<file path="config.mk">
export PLATFORM = sky130hd
export DESIGN_NAME = pipelined_ripple_adder
export DESIGN_NICKNAME = d
export VERILOG_FILES = /design/src/rtl/pipelined_ripple_adder_pkg.sv /design/src/rtl/fa_pipe_cell.sv /design/src/rtl/pipelined_ripple_adder.sv
export SDC_FILE = /design/constraint.sdc
export NUM_CORES = 1
export LEC_CHECK = 0
export CORE_ASPECT_RATIO = 1.75
export CORE_UTILIZATION = 61
export CTS_CLUSTER_DIAMETER = 120
export DETAILED_ROUTE_END_ITERATION = 12
export GPL_TIMING_DRIVEN = 1
export PLACE_DENSITY = 0.81
export SLEW_MARGIN = 20
export SYNTH_ARGS = -nofsm -noshare
export SYNTH_HDL_FRONTEND = slang
export SYNTH_SLANG_ARGS = --single-unit
</file>
<file path="constraint.sdc">
create_clock -name clk -period 14.5 [get_ports clk]
set_input_delay 1.45 -clock clk [delete_from_list [all_inputs] [get_ports clk]]
set_output_delay 1.45 -clock clk [all_outputs]
set_load 0.05 [all_outputs]
</file>
<file path="src/rtl/pipelined_ripple_adder_pkg.sv">
// pipelined_ripple_adder_pkg: cell stage count and latency formula shared by the arithmetic blocks
package pipelined_ripple_adder_pkg;
  localparam int CELL_STAGES = 2;
  function automatic int adder_lat(input int width);
    return CELL_STAGES * width;
  endfunction
endpackage

</file>
<file path="src/rtl/fa_pipe_cell.sv">
// fa_pipe_cell: one bit of the ripple adder as a two-stage clocked full adder
module fa_pipe_cell (
  input  logic clk,
  input  logic rst,
  input  logic a,
  input  logic b,
  input  logic c_in,
  output logic s,
  output logic c_out
);
  logic r_x, r_g, r_c;
  always_ff @(posedge clk or posedge rst)
    if (rst) {r_x, r_g, r_c, s, c_out} <= '0;
    else begin
      r_x   <= a ^ b;
      r_g   <= a & b;
      r_c   <= c_in;
      s     <= r_x ^ r_c;
      c_out <= r_g | (r_x & r_c);
    end
endmodule

</file>
<file path="src/rtl/pipelined_ripple_adder.sv">
// pipelined_ripple_adder: bit-level pipelined adder/subtractor, one cell per bit,
// operands skewed in and sums deskewed out so each operand set stays aligned
module pipelined_ripple_adder
  import pipelined_ripple_adder_pkg::*;
#(
  parameter int WIDTH = 8
) (
  input  logic             clk,
  input  logic             rst,
  input  logic             in_valid,
  input  logic [WIDTH-1:0] a,
  input  logic [WIDTH-1:0] b,
  input  logic             cin,
  input  logic             sub,
  output logic             out_valid,
  output logic [WIDTH-1:0] sum,
  output logic             cout,
  output logic             ovf
);
  localparam int LAT = adder_lat(WIDTH);
  logic [WIDTH-1:0] w_b;
  logic [WIDTH:0]   w_c;
  logic [LAT-1:0]   r_v;
  logic [1:0]       r_cm;
  // b is inverted before skewing, so the delayed sub bit is folded into the operand
  assign w_b    = b ^ {WIDTH{sub}};
  assign w_c[0] = sub | cin;
  // carry into the MSB is re-timed to line up with cout for the overflow XOR
  always_ff @(posedge clk or posedge rst)
    if (rst) {r_v, r_cm} <= '0;
    else begin
      r_v  <= {r_v[LAT-2:0], in_valid};
      r_cm <= {r_cm[0], w_c[WIDTH-1]};
    end
  assign out_valid = r_v[LAT-1];
  assign cout      = w_c[WIDTH];
  assign ovf       = r_cm[1] ^ w_c[WIDTH];
  for (genvar i = 0; i < WIDTH; i++) begin : g_bit
    logic w_a, w_bs, w_s;
    if (i == 0) begin : g_noskew
      assign w_a  = a[i];
      assign w_bs = w_b[i];
    end else begin : g_skew
      logic [2*i-1:0] r_a, r_bs;
      always_ff @(posedge clk or posedge rst)
        if (rst) {r_a, r_bs} <= '0;
        else begin
          r_a  <= {r_a[2*i-2:0], a[i]};
          r_bs <= {r_bs[2*i-2:0], w_b[i]};
        end
      assign w_a  = r_a[2*i-1];
      assign w_bs = r_bs[2*i-1];
    end
    fa_pipe_cell u_cell (
      .clk   (clk),
      .rst   (rst),
      .a     (w_a),
      .b     (w_bs),
      .c_in  (w_c[i]),
      .s     (w_s),
      .c_out (w_c[i+1])
    );
    if (i == WIDTH - 1) begin : g_nodeskew
      assign sum[i] = w_s;
    end else begin : g_deskew
      localparam int D = 2 * (WIDTH - 1 - i);
      logic [D-1:0] r_s;
      always_ff @(posedge clk or posedge rst)
        if (rst) r_s <= '0;
        else r_s <= {r_s[D-2:0], w_s};
      assign sum[i] = r_s[D-1];
    end
  end
endmodule
</file>
Word level (Yosys, flattened, before mapping)
Index checks and enable logic that the tools add are counted.

word-level totals
  flip-flop bits (word level) = 226
  latch bits = 0
  RAM bits = 0
  bits in read-only memories = 0
  bits of input ports = 21
  output and inout port bits = 11
  logic and storage cells = 106
  memories kept = 0

cells by class
  add/sub/neg operators = 0
  multiply operators = 0
  divide/modulo/power cells = 0
  order comparisons = 0
  eq/ne operators = 0
  shifts and indexed selects = 0
  mux-type cells = 0
  bitwise gates (word level) = 43
  reduce and logical (&&, ||, !) cells = 0

operator list
  cell       number
  XOR 1 bit  17
  AND 1 bit  16
  OR 1 bit   9
  XOR 8 bit  1

Longest topological paths before layout
Gate-level depths: netlist (run 1).

  word-level depth = 2
  mapped depth = 3
  mapped depth without buffers = 2

Hierarchy
A second synthesis (run 1) with hierarchy kept.

second synthesis, totals
  cell total of the unflattened synthesis = 278
  area total of the unflattened synthesis = 6,095.8 um2

by module, submodules not included
  module                  instances  cells each  area each (um2)  seq. area each (um2)
  pipelined_ripple_adder  1          206         4,814.6          4,654.5
  fa_pipe_cell            8          9           160.2            125.1

Worst setup path before layout (run 1)
Ideal clock, no wire load.

  path type = register to output
  start point = reg g_bit[7].u_cell.c_out
  end point = out ovf
  arrival = 1.436 ns
  slack = 11.614 ns
  cell stages (with the launch flop) = 2
  buffers on the path = 0
  path through = dfrtp_1 > xor2_1

on the way
  cells in the longest elaborated chain, start to end = 1

ends and longest elaborated chain
  what                      line                          RTL
  start: declaration        fa_pipe_cell.sv:9             output logic c_out
  start signal: assignment  fa_pipe_cell.sv:19            c_out <= r_g | (r_x & r_c);
  XOR 1 bit                 pipelined_ripple_adder.sv:37  assign ovf = r_cm[1] ^ w_c[WIDTH];
  end: declaration          pipelined_ripple_adder.sv:18  output logic ovf

Every way passes these cells.

Final worst setup path (run 1)
Ends and elaborated chain as after synthesis.

==> results of run 1 <==
## placed cells by master, fill, tap and decap left out, drive strengths merged
| cell | count |
|---|---|
| dfrtp | 225 |
| clkdlybuf4s50 | 31 |
| clkbuf | 28 |
| ha | 16 |
| xor2 | 9 |
| or2 | 9 |
| clkinv | 3 |
| inv | 1 |
| buf | 1 |
## worst max-delay path by stage
stage / from / to / slack, ns
floorplan: rst / g_bit[0].g_deskew.r_s[0] / 6.89
global placement: rst / g_bit[4].g_skew.r_bs[5] / 10.90
detailed placement: rst / g_bit[1].g_skew.r_bs[1] / 10.80
CTS: g_bit[7].u_cell.c_out / ovf / 11.20
global route: g_bit[7].u_cell.c_out / ovf / 11.16
finish: g_bit[7].u_cell.c_out / ovf / 11.23
## power groups by stage
stage | combinational, W | clock, W | sequential [W]
CTS | 0.0000812 | 0.000483 | 0.000751
floorplan | 0.0000591 | 0 | 0.000748
global route | 0.0000860 | 0.000504 | 0.000757
detailed placement | 0.0000802 | 0 | 0.000757
global placement | 0.0000763 | 0 | 0.000750
finish | 0.0000791 | 0.000466 | 0.000748
## logic make-up after synthesis
family | Yosys count | synth area share [%]
flip-flops | 225 | 93.2
buffers and inverters | 10 | 1.24
AND/OR/NAND/NOR | 9 | 0.932
XOR/XNOR | 9 | 1.30
adder cells (fa/ha/maj) | 16 | 3.31
## sequential cells by signal, indices dropped and copies added (netlist names)
signal and cells:
g_bit.u_cell.r_g 8, g_bit.u_cell.r_x 8, r_v 16, g_bit.u_cell.s 8
g_bit.g_deskew.r_s 56, g_bit.u_cell.c_out 8, g_bit.g_skew.r_bs 56, r_cm 2
g_bit.g_skew.r_a 56, g_bit.u_cell.r_c 7
## final cells by class
| type | instances | share of cell area (%) |
|---|---|---|
| Clock buffer | 28 | 7.96 |
| Inverter | 1 | 0.160 |
| Multi-Input combinational cell | 34 | 4.77 |
| Tap cell | 122 | 2.17 |
| Sequential cell | 225 | 80.1 |
| Clock inverter | 3 | 0.214 |
| Timing Repair Buffer | 32 | 4.58 |
## through the flow
| step | worst slack (ns) | utilization [%] | cells |
|---|---|---|---|
| final | 11.23 | 73.7 | 445 |
| after global routing | 11.16 | 73.7 | 445 |
| after CTS | 11.20 | 73.7 | 445 |
| after detailed placement | 10.80 | 67.7 | 414 |
| after global placement | 10.90 | 67.7 | 414 |
| after floorplan | 6.89 | - | 269 |
## worst register-to-register path, cell delays in order (launching register included)
cell and delay [ns]:
dfrtp_1 0.39, ha_1 0.20, or2_2 0.30
## routing by layer
metal	share of wire [%]	GRT usage (%)	vias to the layer above
met5	0	0	-
met4	3.0	7.02	0
met3	3.1	2.53	20
met2	53	26.0	51
met1	41	20.9	1151
li1	-	-	914
==> results.tsv, run 1 <==
metric	value	unit
status	finished, final reports clean	
fillers	529	
p_leak	3.26	nW
seqCellArea	0.00563	mm2
drt_iter0_markers	72	
viasPerCell	4.80	
drv.max_cap_violation_count	0	
grt_pass1_vias	2451	
dieHeight	134	um
p_int	0.00101	W
worstSetupStartpointType	register	
worstHoldEndpoint	g_bit[1].g_skew.r_a[1]	
grt.overflow.total	0	
ys_ff_latch	225	
timing.critical_path.buf_inv	1	
p_sw	0.000282	W
cp_max_fo	2	
worst_hold_startpoint	g_bit[1].g_skew.r_a[0]	
place.port_buffers	31	
critPathKind	register to output pin	
synth_area	0.00604	mm2
final_hold_slack	0.346	ns
area_growth_syn_to_layout	16.3	%
drv_slew	0	
route.antenna.remaining_nets	0	
post_synth_main_area_contributors	dfrtp_1 93%, ha_1 3.3%, xor2_1 1.3%	
syn-instance-count	269	
antenna-diode-count	0	
drtPass1Iterations	3	
place.detailed.hpwl	3470	um
drive_gt1_share	11.5	%
ir_worst_vdd	0.000134	V
multi_input_comb_area	335	um2
clock-sinks	225	
finalCriticalPeriod	3.28	ns
timing.hold.worst_path_depth	0	
timing.max_slew.rel_slack	41.1	%
pin_count	32	
finalPower	0.00129	W
synth-seq-area-share	93.2	%
yosys_synthesis_warning_count	0	
tritoncts	built	
grt_start_max_net_pins	142	
synthDistinctLibCells	8	
route.vias.total	2136	
synth_flop_cell	dfrtp_1	
worstSetupEndpointType	output pin	
wl_per_cell	16.0	um
synth.top_cells.by_count	225 x dfrtp_1, 16 x ha_1, 9 x xor2_1	
drc	0	
timing_hold_violations_final	0	
worst_path_max_delay_cell	clkdlybuf4s50_1	
cp_max_stage_delay	0.82	ns
floorplan.die.width	77.2	um
setup-violations-final	0	
synth.most_common_cell	dfrtp_1	
finalSetupTns	0	ns
final_worst_clock_skew	0.00508	ns
required	13.05	ns
grt_pass1_wl	12000	um
critical-path-top-delay-family	buffers and inverters	
clk_transition_reported_paths	0.06	ns
finalInstanceArea	0.00703	mm2
fp.dieArea	0.0103	mm2
post_cts_hold_buffer_count	0	
numCtsBuffers	19	
cts.path.max_buffers	3	
tightest_slew	0.884	ns
grt_setup_unrepaired	no	
synth_edf_count	0	
critical_path_arrival	1.83	ns
cts.repair.resized	0	
hold_path_class	register to register	
worstSetupPathDepth	2	
p_comb_share	6.1	%
syn_avg_cell_area	22.5	um2
fp.coreArea	0.00953	mm2
clockPowerShare	36.0	%
htree_num_levels	1	
final_stage_net_count	350	
regToRegStartpoint	g_bit[4].u_cell.r_c	
insertion_delay	0.47	ns
finalWeightedCongestion	0.628	
fmaxAchievable	0.305	GHz
postCtsSetupRepairBufs	0	
share_of_the_synthesized_area_in_the_top_cell_type	93.2	%
path_cells	xor2_1 > clkdlybuf4s50_1	
synthDominantAreaCellType	dfrtp_1	
worst-r2r-cell-count	2	
layout_worst_path_cycle_share	22.6	%
p_per_area	184	mW/mm2
share_seq_of_total_power	57.9	%
placementRows	47	
track_usage	15.7	%
synth.net_count	306	
synth-async-reset-ratio	100	%
floorplan.initialDensity	63.4	%
r2r-end	g_bit[4].u_cell.c_out	
wirelength	7100	um
antenna_violations_before_repair	0	
power.switching_fraction	21.8	%
worst-r2r-setup-slack	13.50	ns
placedInstanceArea	0.00645	mm2
clock_root_buffer	clkbuf_16	
Note: power is estimated with default switching activity, not from simulation.
==> run 2, diff against run 1 <==
--- a/config.mk
+++ b/config.mk
@@ -6,11 +6,11 @@
 export NUM_CORES = 1
 export LEC_CHECK = 0
 export CORE_ASPECT_RATIO = 1.75
-export CORE_UTILIZATION = 61
+export CORE_UTILIZATION = 51
 export CTS_CLUSTER_DIAMETER = 120
 export DETAILED_ROUTE_END_ITERATION = 12
 export GPL_TIMING_DRIVEN = 1
-export PLACE_DENSITY = 0.81
+export PLACE_DENSITY = 0.72
 export SLEW_MARGIN = 20
 export SYNTH_ARGS = -nofsm -noshare
 export SYNTH_HDL_FRONTEND = slang
==> constraint.sdc (replaced) <==
create_clock -name clk -period 3 [get_ports clk]
set_input_delay 0.3 -clock clk [delete_from_list [all_inputs] [get_ports clk]]
set_output_delay 0.3 -clock clk [all_outputs]
set_load 0.05 [all_outputs]
==> run 2 against run 1 <==
  * The flow now finishes with violations (DRC)
  * Final cell count is 4.5% higher
  * Utilization fell by 11 points
  * Critical path depth is the same
  * Total power increased to 5.2 times the previous value
  * Routed wire length shrank 11%
==> results.tsv, run 2 (synthesized netlist as in run 1, its figures left out) <==
metric	value	unit	change
status	complete, but fails checks		
failing_checks	DRC		
clock-sinks	225		unchanged
power.switching_fraction	20.7	%	-1.1 points
finalWeightedCongestion	0.660		+5.0%
p_sw	0.00138	W	+390%
fmaxAchievable	0.468	GHz	
critPathLaunch	g_bit[7].u_cell.c_out		
drv_slew	0		unchanged
clockPowerShare	40.5	%	+4.5 points
fp.coreArea	0.0116	mm2	+22%
cts.repair.resized	0		unchanged
cp_max_fo	2		unchanged
regToRegStartpoint	r_cm[0]		
worst_path_max_delay_cell	clkdlybuf4s50_1		
placed_cells_incl_taps	429		+3.6%
share_seq_of_total_power	53.8	%	-4.1 points
stdcell_count	465		+4.5%
insertion_delay	0.47	ns	about the same
dieHeight	146	um	+9.2%
worstSetupEndpointType	output pin		
finalPower	0.00668	W	+420%
grt_start_max_net_pins	143		+0.70%
area_growth_syn_to_layout	19.6	%	
grt_pass1_vias	2341		-4.5%
numCtsBuffers	20		+1
hold_path_class	input port to register		
p_per_area	924	mW/mm2	+400%
fp.dieArea	0.0123	mm2	+19%
drv.max_cap_violation_count	0		unchanged
tritoncts	built		
finalCriticalPeriod	2.14	ns	
critPathKind	register to output pin		
floorplan.die.width	84.3	um	+9.1%
timing.max_slew.rel_slack	52.9	%	+12 points
wl_per_cell	13.6	um	-15%
p_leak	3.34	nW	+2.5%
wirelength	6310	um	-11%
p_int	0.00529	W	+420%
cts.path.max_buffers	3		unchanged
utilization	62.4	%	-11 points
place.detailed.hpwl	3150	um	-9.3%
drive_gt1_share	13.9	%	+2.5 points
drc	4		+4
drt_iter0_markers	95		+32%
cp_max_stage_delay	0.82	ns	about the same
grt.overflow.total	0		unchanged
post_cts_hold_buffer_count	0		unchanged
grt_setup_unrepaired	no		
ir_worst_vdd	0.000608	V	+350%
antenna-diode-count	0		unchanged
finalSetupTns	0	ns	unchanged
place.port_buffers	31		unchanged
track_usage	11.6	%	-4.2 points
path_cells	xor2_1 > clkdlybuf4s50_1		
postCtsSetupRepairBufs	0		unchanged
route.antenna.remaining_nets	0		unchanged
worst_hold_startpoint	a[3]		
placementRows	52		+11%
floorplan.initialDensity	52.2	%	-11 points
required	2.70	ns	-10.35 ns
drtPass1Iterations	7		+4
final_worst_clock_skew	0.00547	ns	+0.000383 ns
tightest_slew	0.707	ns	-0.177 ns
final_stage_net_count	353		+0.86%
htree_num_levels	1		unchanged
final_hold_slack	0.261	ns	-0.0854 ns
layout.cells.most_common	dfrtp_1		
clock_root_buffer	clkbuf_16		
clk_transition_reported_paths	0.06	ns	about the same
layout_worst_path_cycle_share	71.2	%	
layout.cells.most_common_list	225 x dfrtp_1, 31 x clkdlybuf4s50_1, 21 x clkbuf_16		
pin_count	32		unchanged
viasPerCell	4.61		-3.9%
grt_pass1_wl	10900	um	-9.4%
timing_hold_violations_final	0		unchanged
setup-violations-final	0		unchanged
biggest_registers_after_layout	g_bit.g_deskew.r_s (56), g_bit.g_skew.r_a (56), g_bit.g_skew.r_bs (56)		
critical_path_arrival	1.84	ns	about the same
p_comb_share	5.7	%	-0.4 points
worstSetupStartpointType	register		
route.vias.total	2144		+0.37%
antenna_violations_before_repair	0		unchanged
## run 2: cell types whose count changed in the layout (fill, tap and decap cells not counted)
| cell | delta |
|---|---|
| clkinvlp_4 | +2 |
| clkbuf_16 | +2 |
| clkbuf_8 | +1 |
| clkinv_2 | -1 |
| buf_12 | +1 |
| clkbuf_1 | -2 |
| buf_4 | +2 |
| buf_6 | -1 |
| bufinv_16 | +3 |
## run 2: layer usage
metal | share of wire (%) | up-vias | track usage [%]
li1 | - | 923 | -
met1 | 39 | 1147 | 13.7
met2 | 53 | 54 | 19.6
met3 | 4.5 | 20 | 2.72
met4 | 3.5 | 0 | 6.12
met5 | 0 | - | 0
## run 2: path summary, 6_finish.rpt
| kind | end | slack, ns | cells after the start |
|---|---|---|---|
| min | g_bit[3].g_skew.r_a[0] | 0.26 | 1 |
| max | ovf | 0.86 | 2 |
| max in group asynchronous | r_v[6] | 2.06 | 3 |
| min reg2reg | g_bit[2].g_deskew.r_s[0] | 0.35 | 0 |
| max reg2reg | g_bit[7].u_cell.c_out | 2.02 | 2 |
| min in group asynchronous | g_bit[3].u_cell.s | 0.33 | 3 |
## run 2: area by class of cell
class                   instances  area (um2)
inverters                       1        7.51
clock inverters                 7         119
multi-input cells              34         335
flip-flops and latches        225        5630
clock buffers                  29         616
fillers                       829        4360
repair buffers                 34         345
well taps                     135         169
## run 2: power by group through the flow
stage	combinational (W)	clock, W	sequential, W
after CTS	0.000391	0.00278	0.00361
after floorplan	0.000286	0	0.00362
after global routing	0.000418	0.00289	0.00364
after global placement	0.000372	0	0.00363
final	0.000381	0.00270	0.00359
after detailed placement	0.000388	0	0.00365
## run 2: critical path, delay by kind of cell (launching register included)
kind / cells / cell delay, ns
buffers and inverters: 1 / 0.82
DFF: 1 / 0.39
xor gates and xnor gates: 1 / 0.16
## run 2: stage by stage
step           area (um2)  worst slack [ns]
2_1_floorplan        6040            -0.238
3_3_place_gp         6490              1.38
3_5_place_dp         6490              1.31
4_1_cts              7220             0.825
5_1_grt              7220             0.805
6_report             7220             0.865
